File: config.mk
export PLATFORM = sky130hd
export DESIGN_NAME = phase_sampler
export DESIGN_NICKNAME = d
export VERILOG_FILES = /design/src/rtl/phase_sampler_pkg.sv /design/src/rtl/sample_sync.sv /design/src/rtl/phase_sampler.sv
export SDC_FILE = /design/constraint.sdc
export NUM_CORES = 1
export LEC_CHECK = 0
export CAP_MARGIN = 0
export CORE_MARGIN = 5
export CORE_UTILIZATION = 50
export DETAILED_ROUTE_END_ITERATION = 8
export GPL_TIMING_DRIVEN = 0
export PLACE_DENSITY = 0.77
export SYNTH_ARGS = -nofsm -noshare
export SYNTH_HDL_FRONTEND = slang
export SYNTH_SLANG_ARGS = --single-unit
File: constraint.sdc
create_clock -name clk -period 2.65 [get_ports clk]
set_input_delay 0.3975 -clock clk [delete_from_list [all_inputs] [get_ports clk]]
set_output_delay 0.3975 -clock clk [all_outputs]
set_load 0.005 [all_outputs]
File: src/rtl/phase_sampler_pkg.sv
// Shared definitions for the phase sampler: FSM state encoding and a
// ceiling-log2 helper used to size the sample counter.
package phase_sampler_pkg;

  localparam logic [1:0] S_IDLE    = 2'd0;
  localparam logic [1:0] S_MEASURE = 2'd1;
  localparam logic [1:0] S_DONE    = 2'd2;

  typedef enum logic [1:0] {
    ST_IDLE    = S_IDLE,
    ST_MEASURE = S_MEASURE,
    ST_DONE    = S_DONE
  } state_t;

  function automatic int clog2(input int value);
    int width;
    width = 0;
    for (int i = 0; i < 31; i++) begin
      if ((1 << i) < value) width = i + 1;
    end
    return width;
  endfunction

endpackage

File: src/rtl/sample_sync.sv
// Single-bit synchroniser: a STAGES-deep flop chain that brings an
// asynchronous oscillator output into the clk domain.
module sample_sync #(
  parameter int STAGES = 2
) (
  input  logic clk,
  input  logic rstn,
  input  logic d,
  output logic q
);

  logic [STAGES-1:0] chain_reg;

  always_ff @(posedge clk or negedge rstn) begin
    if (!rstn) begin
      chain_reg <= '0;
    end else begin
      chain_reg[0] <= d;
      for (int i = 1; i < STAGES; i++) begin
        chain_reg[i] <= chain_reg[i-1];
      end
    end
  end

  assign q = chain_reg[STAGES-1];

endmodule

File: src/rtl/phase_sampler.sv
// Per-spin phase sampler: counts ver/hor disagreements over a fixed window
// and reports saturating counts plus an in-phase decision against a cutoff.
module phase_sampler
  import phase_sampler_pkg::*;
#(
  parameter int N           = 3,
  parameter int COUNT_W     = 8,
  parameter int WINDOW      = 128,
  parameter int SYNC_STAGES = 2
) (
  input  logic                 clk,
  input  logic                 rstn,
  input  logic                 start,
  input  logic                 continuous,
  input  logic [COUNT_W-1:0]   cutoff,
  input  logic [N-1:0]         outputs_ver,
  input  logic [N-1:0]         outputs_hor,
  output logic                 busy,
  output logic                 valid,
  output logic [N-1:0]         phase,
  output logic [N*COUNT_W-1:0] mismatch_count
);

  localparam int SCNT_W = clog2(WINDOW + 1);
  localparam logic [COUNT_W-1:0] COUNT_MAX   = '1;
  localparam logic [SCNT_W-1:0]  LAST_SAMPLE = SCNT_W'(WINDOW - 1);

  state_t              state_reg;
  logic [SCNT_W-1:0]   sample_cnt_reg;
  logic [COUNT_W-1:0]  cutoff_reg;
  logic                busy_reg;
  logic                valid_reg;

  logic [N-1:0] sync_ver;
  logic [N-1:0] sync_hor;
  logic [N-1:0] mismatch;
  logic         arm;
  logic         last_sample;

  // arm marks every entry into MEASURE: counters clear, cutoff is captured
  assign arm         = ((state_reg == ST_IDLE) && start) ||
                       ((state_reg == ST_DONE) && continuous);
  assign last_sample = (state_reg == ST_MEASURE) && (sample_cnt_reg == LAST_SAMPLE);

  always_ff @(posedge clk or negedge rstn) begin
    if (!rstn) begin
      state_reg      <= ST_IDLE;
      sample_cnt_reg <= '0;
      cutoff_reg     <= '0;
      busy_reg       <= 1'b0;
      valid_reg      <= 1'b0;
    end else begin
      valid_reg <= 1'b0;
      case (state_reg)
        ST_IDLE: begin
          if (start) begin
            cutoff_reg     <= cutoff;
            sample_cnt_reg <= '0;
            busy_reg       <= 1'b1;
            state_reg      <= ST_MEASURE;
          end
        end
        ST_MEASURE: begin
          sample_cnt_reg <= sample_cnt_reg + 1'b1;
          if (last_sample) begin
            valid_reg <= 1'b1;
            state_reg <= ST_DONE;
          end
        end
        ST_DONE: begin
          if (continuous) begin
            cutoff_reg     <= cutoff;
            sample_cnt_reg <= '0;
            state_reg      <= ST_MEASURE;
          end else begin
            busy_reg  <= 1'b0;
            state_reg <= ST_IDLE;
          end
        end
        default: begin
          busy_reg  <= 1'b0;
          state_reg <= ST_IDLE;
        end
      endcase
    end
  end

  assign busy  = busy_reg;
  assign valid = valid_reg;

  for (genvar gi = 0; gi < N; gi++) begin : g_chan
    logic [COUNT_W-1:0] count_reg;
    logic [COUNT_W-1:0] count_next;
    logic [COUNT_W-1:0] result_reg;
    logic               phase_reg;

    sample_sync #(.STAGES(SYNC_STAGES)) u_sync_ver (
      .clk  (clk),
      .rstn (rstn),
      .d    (outputs_ver[gi]),
      .q    (sync_ver[gi])
    );

    sample_sync #(.STAGES(SYNC_STAGES)) u_sync_hor (
      .clk  (clk),
      .rstn (rstn),
      .d    (outputs_hor[gi]),
      .q    (sync_hor[gi])
    );

    assign mismatch[gi] = sync_ver[gi] ^ sync_hor[gi];

    // Saturate instead of wrapping so narrow counters still read "many".
    assign count_next = (count_reg == COUNT_MAX) ? count_reg
                                                 : count_reg + COUNT_W'(mismatch[gi]);

    // Results are latched on the final sample so they are visible in DONE.
    always_ff @(posedge clk or negedge rstn) begin
      if (!rstn) begin
        count_reg  <= '0;
        result_reg <= '0;
        phase_reg  <= 1'b0;
      end else begin
        if (arm) begin
          count_reg <= '0;
        end else if (state_reg == ST_MEASURE) begin
          count_reg <= count_next;
        end
        if (last_sample) begin
          result_reg <= count_next;
          phase_reg  <= (count_next < cutoff_reg);
        end
      end
    end

    assign mismatch_count[gi*COUNT_W +: COUNT_W] = result_reg;
    assign phase[gi]                             = phase_reg;
  end

endmodule

==> impl_metrics.env, run 1 <==
export IMPL_outcome="finished with violations"
export IMPL_failed_checks="hold timing, setup timing"
export IMPL_drt_first_iter_violations=130
export IMPL_grt_overflow_total=0
export IMPL_timing_critical_path_arrival_ns=2.95
export IMPL_yosys_top_cells_area="dfrtp_1 48%, ha_1 8.2%, o21ai_0 5.4%"
export IMPL_maxSlewHeadroom=0.470
export IMPL_post_route_minimum_period_ns=2.70
export IMPL_die_x_um=103
export IMPL_number_of_distinct_library_cells_after_synthesis=44
export IMPL_pre_cts_ws_ns=-0.273
export IMPL_power_density_cell_area_nw_per_um2=1020
export IMPL_worst_path_most_repeated_cell="and4_4"
export IMPL_floorplan_die_height_um=103
export IMPL_start_util=0.517
export IMPL_antennaDiodeCount=0
export IMPL_postSynth_asyncResetShare=1.00
export IMPL_finalNetCount=553
export IMPL_syn2layout_area_growth_pct=25.4
export IMPL_finClkSkew_ns=0.00944
export IMPL_power_static_leakage_nw=2.48
export IMPL_crit_chain="xor2_1 > ha_2 > and4_4 > nor2b_4 > mux2i_2 > inv_1 > ha_4 > and3_4 > and4_4 > buf_6 > o311a_1 > o31ai_2"
export IMPL_die_area_sq_um=10500
export IMPL_synth_edff_count=0
export IMPL_critPathLaunchType="flip-flop"
export IMPL_timing_final_setup_violations=1
export IMPL_mostFrequentLayoutCells="83 x dfrtp_1, 57 x nand2_1, 45 x clkdlybuf4s50_1, 43 x o21ai_0, 26 x nor2_1"
export IMPL_synthesis_yosys_warnings=0
export IMPL_final_common_cell="dfrtp_1"
export IMPL_top_level_ports=47
export IMPL_drv_cap=0
export IMPL_first_pass_grt_wire_length_um=17000
export IMPL_synth_top_area_cell="dfrtp_1"
export IMPL_cts_htree_levels=3
export IMPL_drtPass1Iterations=5
export IMPL_critical_path_peak_fanout=5
export IMPL_postCtsHoldBufs=0
export IMPL_setup_total_negative_slack_ns=-0.0513
export IMPL_irDropWorstVdd_mv=0.444
export IMPL_syn_mean_instance_area_sq_um=9.73
export IMPL_globalplace_congestion=0.875
export IMPL_top_achievable_clock_speed_mhz=370
export IMPL_clock_sink_count=83
export IMPL_slew_at_the_pin_with_the_worst_max_slew_slack_ns=0.789
export IMPL_post_detailed_routing_wire_length_um=10500
export IMPL_synth_seq_cells=83
export IMPL_detailedPlacementHpwl_um=7190
export IMPL_grt_pass1_vias=3430
export IMPL_grt_start_max_net_pins=48
export IMPL_finalHoldViolCount=3
export IMPL_cts_buffers_inserted=9
export IMPL_count_of_unresolved_drc_violations_after_routing=0
export IMPL_critPathBufInv=2
export IMPL_postSynthNetCount=487
export IMPL_synth_yosys_seq_area_share=0.484
export IMPL_layout_worst_path_cycle_share=1.02
export IMPL_ant_nets=0
export IMPL_drt_wirelength_per_cell_um=17.1
export IMPL_clock_latency_ns=0.36
export IMPL_yosys_most_used_dff="dfrtp_1"
export IMPL_timing_hold_worst_class="primary input to asynchronous set/reset pin"
export IMPL_core_area_sq_um=8300
export IMPL_critical_path_max_stage_delay_ns=0.38
export IMPL_synthDominantCellAreaShare=0.484
export IMPL_netlist_instances=441
export IMPL_required_ns=2.90
export IMPL_finalMaxSlewViolations=0
export IMPL_rsz0062_at_grt="yes"
export IMPL_timing_critical_path_max_delay_family="simple AND/OR/NAND/NOR gates"
export IMPL_ctsLongestPathBuffers=2
export IMPL_routed_via_count=3517
export IMPL_worst_slack_ns=-0.0513
export IMPL_clk_transition_reported_paths_ns=0.09
export IMPL_clock_root_buffer="clkbuf_8"
export IMPL_end_kind="flip-flop"
export IMPL_timing_worst_setup_path_type="flip-flop to flip-flop"
export IMPL_port_buffers=46
export IMPL_critPathSlowestCell="dfrtp_1"
export IMPL_worst_hold_slack_ns=-0.00431
export IMPL_antenna_found_initial=0
export IMPL_detailed_route_vias_per_instance=5.70
export IMPL_tritoncts="yes"
export IMPL_post_route_cells_drive_above_1_share=0.154
export IMPL_row_count=33
export IMPL_synth_area_sq_um=4290
export IMPL_gr_usage_all_layers=0.211
export IMPL_nFillCells=651
metrics by stage:
step	utilization	instances	power, mW	hold WS (ns)	area, sq um
2_1_floorplan	-	441	3.37	0.102	4310
3_3_place_gp	0.591	592	4.03	0.331	4900
3_5_place_dp	0.594	593	4.14	0.337	4930
4_1_cts	0.639	616	5.38	0.0185	5300
5_1_grt	0.648	617	5.89	0.0276	5380
6_report	0.648	617	5.48	-0.00431	5380
power by group:
group / switching, mW / internal [mW] / total, mW
Sequential: 0.325 / 1.66 / 1.98
Clock: 0.447 / 0.653 / 1.10
Combinational: 1.27 / 1.13 / 2.40
Total: 2.05 / 3.44 / 5.48
per-layer routing:
| metal | part of all wire | track usage |
|---|---|---|
| met1 | 0.42 | 0.269 |
| met2 | 0.51 | 0.357 |
| met3 | 0.053 | 0.0521 |
| met4 | 0.017 | 0.0636 |
| met5 | 0 | 0 |
cell type report:
cell class | instances | area [sq um] | area share
multi-input cells | 314 | 2160 | 0.402
clock inverters | 4 | 97.6 | 0.0181
flip-flops and latches | 83 | 2080 | 0.386
plain buffers | 22 | 124 | 0.0230
repair buffers | 57 | 564 | 0.105
well taps | 105 | 131 | 0.0244
clock buffers | 12 | 145 | 0.0270
inverters | 20 | 76.3 | 0.0142
worst register-to-register path: stages (launching register included):
cell and delay (ns):
dfrtp_1 0.38, xor2_1 0.18, ha_2 0.25, and4_4 0.26, nor2b_4 0.16, mux2i_2 0.26, inv_1 0.10, ha_4 0.27
and3_4 0.17, and4_4 0.24, buf_6 0.10, o311a_1 0.17, o31ai_2 0.07
worst paths after layout:
check | from | end | slack (ns) | cells past startpoint
min in group clk | g_chan[1].u_sync_hor.chain_reg[0]$_DFF_PN0_ | g_chan[1].u_sync_hor.chain_reg[1]$_DFF_PN0_ | 0.36 | 0
worst max register to register | g_chan[1].u_sync_hor.chain_reg[1]$_DFF_PN0_ | g_chan[1].phase_reg$_DFFE_PN0P_ | -0.05 | 12
max in group asynchronous | rstn | g_chan[1].count_reg[6]$_DFFE_PN0P_ | 2.05 | 2
worst min-delay path | rstn | sample_cnt_reg[6]$_DFFE_PN0P_ | -0.004 | 1
worst min register to register | g_chan[1].u_sync_hor.chain_reg[0]$_DFF_PN0_ | g_chan[1].u_sync_hor.chain_reg[1]$_DFF_PN0_ | 0.36 | 0
worst max-delay path | g_chan[1].u_sync_hor.chain_reg[1]$_DFF_PN0_ | g_chan[1].phase_reg$_DFFE_PN0P_ | -0.05 | 12
synth_stat cells, types with 3 or more instances:
cell	count
or3_1	5
and3_1	6
dfrtp_1	83
xnor2_1	9
a21boi_0	3
nor2_1	27
buf_2	4
o21ai_0	46
nor3_1	5
a22o_1	10
buf_4	3
nand2b_1	3
a21oi_1	24
buf_6	3
nand4_1	7
clkbuf_1	13
inv_1	19
and2_1	4
and4_1	3
nand2_1	57
ha_1	28
a211oi_1	4
xor2_1	8
a31oi_1	12
a21o_1	7
mux2_2	11
nor2b_1	3
nand3_1	15
cell families (layout without fill, tap and decap cells):
| family | Yosys count | count (layout) | share of synthesized area |
|---|---|---|---|
| compound gates | 120 | 120 | 0.172 |
| xor+xnor | 17 | 17 | 0.0347 |
| fa+ha+maj | 28 | 28 | 0.0817 |
| buf+inv | 44 | 115 | 0.0481 |
| flops | 83 | 83 | 0.484 |
| mux | 12 | 12 | 0.0312 |
| simple gates | 137 | 137 | 0.148 |
repair_timing:
item	4_1_cts	5_1_grt
buffers inserted	9	1
pin swaps	6	7
gates resized for setup	15	19
setup endpoints to repair	3	3
No activity file was read; power rests on OpenSTA's default activity.
==> run 2: changes to the inputs <==
- MAX_ROUTING_LAYER: not set -> met4
- SETUP_SLACK_MARGIN: not set -> 0.2
==> run 2 against run 1 <==
Against the previous run: the flow still finishes with violations (hold timing, setup timing); die area did not move; count of clock-buffer cells in the layout did not move; combinational power rose by 6%; worst hold slack got worse by 0.0091 ns; critical endpoint unchanged; largest cell class unchanged; wire length up 7.3%; setup slack worse by 0.018 ns; register-to-register slack worse by 0.02 ns; clock skew decreased by 0.0020 ns; total power increased by 0.16%; final area is 2.4% higher; sequential cell count did not move.
==> impl_metrics.env, run 2 (synthesis results as in run 1) <==
export IMPL_port_buffers=46
export IMPL_globalplace_congestion=0.876
export IMPL_post_route_minimum_period_ns=2.72
export IMPL_setup_total_negative_slack_ns=-0.0690
export IMPL_drt_wirelength_per_cell_um=18.1
export IMPL_syn2layout_area_growth_pct=28.4
export IMPL_drv_cap=0
export IMPL_failed_checks="hold timing, setup timing"
export IMPL_first_pass_grt_wire_length_um=17800
export IMPL_cts_buffers_inserted=9
export IMPL_detailedPlacementHpwl_um=7260
export IMPL_antenna_found_initial=0
export IMPL_clock_sink_count=83
export IMPL_antennaDiodeCount=0
export IMPL_rsz0062_at_grt="yes"
export IMPL_count_of_unresolved_drc_violations_after_routing=0
export IMPL_outcome="finished with violations"
export IMPL_power_density_cell_area_nw_per_um2=997
export IMPL_timing_hold_worst_class="primary input to asynchronous set/reset pin"
export IMPL_cts_htree_levels=3
export IMPL_top_level_ports=47
export IMPL_die_area_sq_um=10500
export IMPL_post_detailed_routing_wire_length_um=11300
export IMPL_finalNetCount=560
export IMPL_routed_via_count=3676
export IMPL_drtPass1Iterations=4
export IMPL_start_util=0.517
export IMPL_power_mw=5.49
export IMPL_post_route_cells_drive_above_1_share=0.195
export IMPL_final_common_cell="dfrtp_1"
export IMPL_grt_overflow_total=0
export IMPL_rr_endpoint="g_chan[1].phase_reg$_DFFE_PN0P_"
export IMPL_r2r_start="g_chan[1].u_sync_ver.chain_reg[1]$_DFF_PN0_"
export IMPL_clock_latency_ns=0.37
export IMPL_finalHoldViolCount=15
export IMPL_postCtsHoldBufs=0
export IMPL_clock_root_buffer="clkbuf_8"
export IMPL_detailed_route_vias_per_instance=5.89
export IMPL_mostFrequentLayoutCells="82 x dfrtp_1, 55 x nand2_1, 45 x clkdlybuf4s50_1, 42 x o21ai_0, 26 x nor2_1"
export IMPL_die_x_um=103
export IMPL_drt_first_iter_violations=171
export IMPL_finalMaxSlewViolations=0
export IMPL_irDropWorstVdd_mv=0.405
export IMPL_nFillCells=639
export IMPL_gr_usage_all_layers=0.227
export IMPL_end_kind="flip-flop"
export IMPL_multiInputGateArea_sq_um=2270
export IMPL_row_count=33
export IMPL_final_seq_area_sq_um=2080
export IMPL_tritoncts="yes"
export IMPL_power_static_leakage_nw=2.53
export IMPL_ctsLongestPathBuffers=2
export IMPL_rrSetupSlack_ns=-0.07
export IMPL_required_ns=2.93
export IMPL_floorplan_die_height_um=103
export IMPL_finClkSkew_ns=0.00744
export IMPL_timing_critical_path_arrival_ns=3.00
export IMPL_ant_nets=0
export IMPL_core_area_sq_um=8300
export IMPL_rr_worst_depth=10
export IMPL_grt_start_max_net_pins=48
export IMPL_grt_pass1_vias=3604
export IMPL_maxSlewHeadroom=0.440
export IMPL_timing_final_setup_violations=1
export IMPL_slew_at_the_pin_with_the_worst_max_slew_slack_ns=0.834
export IMPL_critical_path_peak_fanout=4
export IMPL_critPathLaunchType="flip-flop"
export IMPL_worst_slack_ns=-0.0690
export IMPL_worst_hold_slack_ns=-0.0134
export IMPL_layout_worst_path_cycle_share=1.03
export IMPL_timing_worst_setup_path_type="flip-flop to flip-flop"
export IMPL_clk_transition_reported_paths_ns=0.09
export IMPL_top_achievable_clock_speed_mhz=368
==> run 2: changes by cell type in the layout (fill, tap and decap cells not counted), sizes merged <==
cell | before | now
buf | 22 | 29
clkinv | 1 | 4
bufinv | 3 | 1
clkinvlp | 1 | 0
==> run 2: per-stage QoR <==
stage                util  cell area (sq um)  hold slack (ns)  worst slack (ns)  instances
floorplan               -               4350            0.102            0.0949        441
global placement    0.595               4940            0.331             -1.71        592
detailed placement  0.598               4960            0.336            -0.183        593
CTS                 0.649               5390          0.00532           -0.0546        618
global route        0.664               5510           0.0248            -0.172        624
finish              0.664               5510          -0.0134           -0.0690        624
==> run 2: worst max-delay path by stage <==
stage,start,end,slack (ns),cells past startpoint
global placement,rstn,g_chan[2].count_reg[2]$_DFFE_PN0P_,-1.71,1
global route,g_chan[1].u_sync_ver.chain_reg[1]$_DFF_PN0_,g_chan[1].phase_reg$_DFFE_PN0P_,-0.17,12
finish,g_chan[1].u_sync_ver.chain_reg[1]$_DFF_PN0_,g_chan[1].phase_reg$_DFFE_PN0P_,-0.07,10
CTS,g_chan[1].u_sync_hor.chain_reg[1]$_DFF_PN0_,g_chan[1].phase_reg$_DFFE_PN0P_,-0.05,11
floorplan,g_chan[1].u_sync_ver.chain_reg[1]$_DFF_PN0_,g_chan[1].phase_reg$_DFFE_PN0P_,0.09,11
detailed placement,g_chan[1].u_sync_ver.chain_reg[1]$_DFF_PN0_,g_chan[1].phase_reg$_DFFE_PN0P_,-0.18,11
==> run 2: worst max-delay path: stages (launching register included) <==
cell,delay [ns]
dfrtp_1,0.38
xor2_1,0.17
ha_2,0.22
and4_4,0.16
buf_4,0.13
o21ai_0,0.30
ha_1,0.34
a21o_1,0.21
a21o_1,0.17
a221o_1,0.36
o31ai_2,0.18
==> run 2: what timing repair did <==
item,4_1_cts,5_1_grt
cloned,0,0
endpoints found under the setup margin,3,3
resized for setup,34,19
pin swaps,11,9
buffers inserted,9,6
==> run 2: power by group <==
| part | total [mW] | internal (mW) | switching (mW) |
|---|---|---|---|
| registers | 1.98 | 1.66 | 0.325 |
| logic | 2.54 | 1.17 | 1.37 |
| clock network | 0.963 | 0.486 | 0.477 |
| total | 5.49 | 3.32 | 2.17 |
==> run 2: layout make-up <==
| class | instances | area share |
|---|---|---|
| multi-input cells | 314 | 0.412 |
| flip-flops and latches | 83 | 0.377 |
| repair buffers | 62 | 0.109 |
| clock buffers | 12 | 0.0282 |
| plain buffers | 24 | 0.0273 |
| well taps | 105 | 0.0239 |
| inverters | 20 | 0.0139 |
| clock inverters | 4 | 0.00886 |
==> run 2: per-layer routing <==
metal | global-route usage | part of all wire | vias to the layer above
li1 | - | - | 1702
met3 | 0.0609 | 0.065 | 26
met4 | 0.0848 | 0.028 | 0
met1 | 0.285 | 0.43 | 1808
met5 | - | 0 | -
met2 | 0.353 | 0.48 | 140
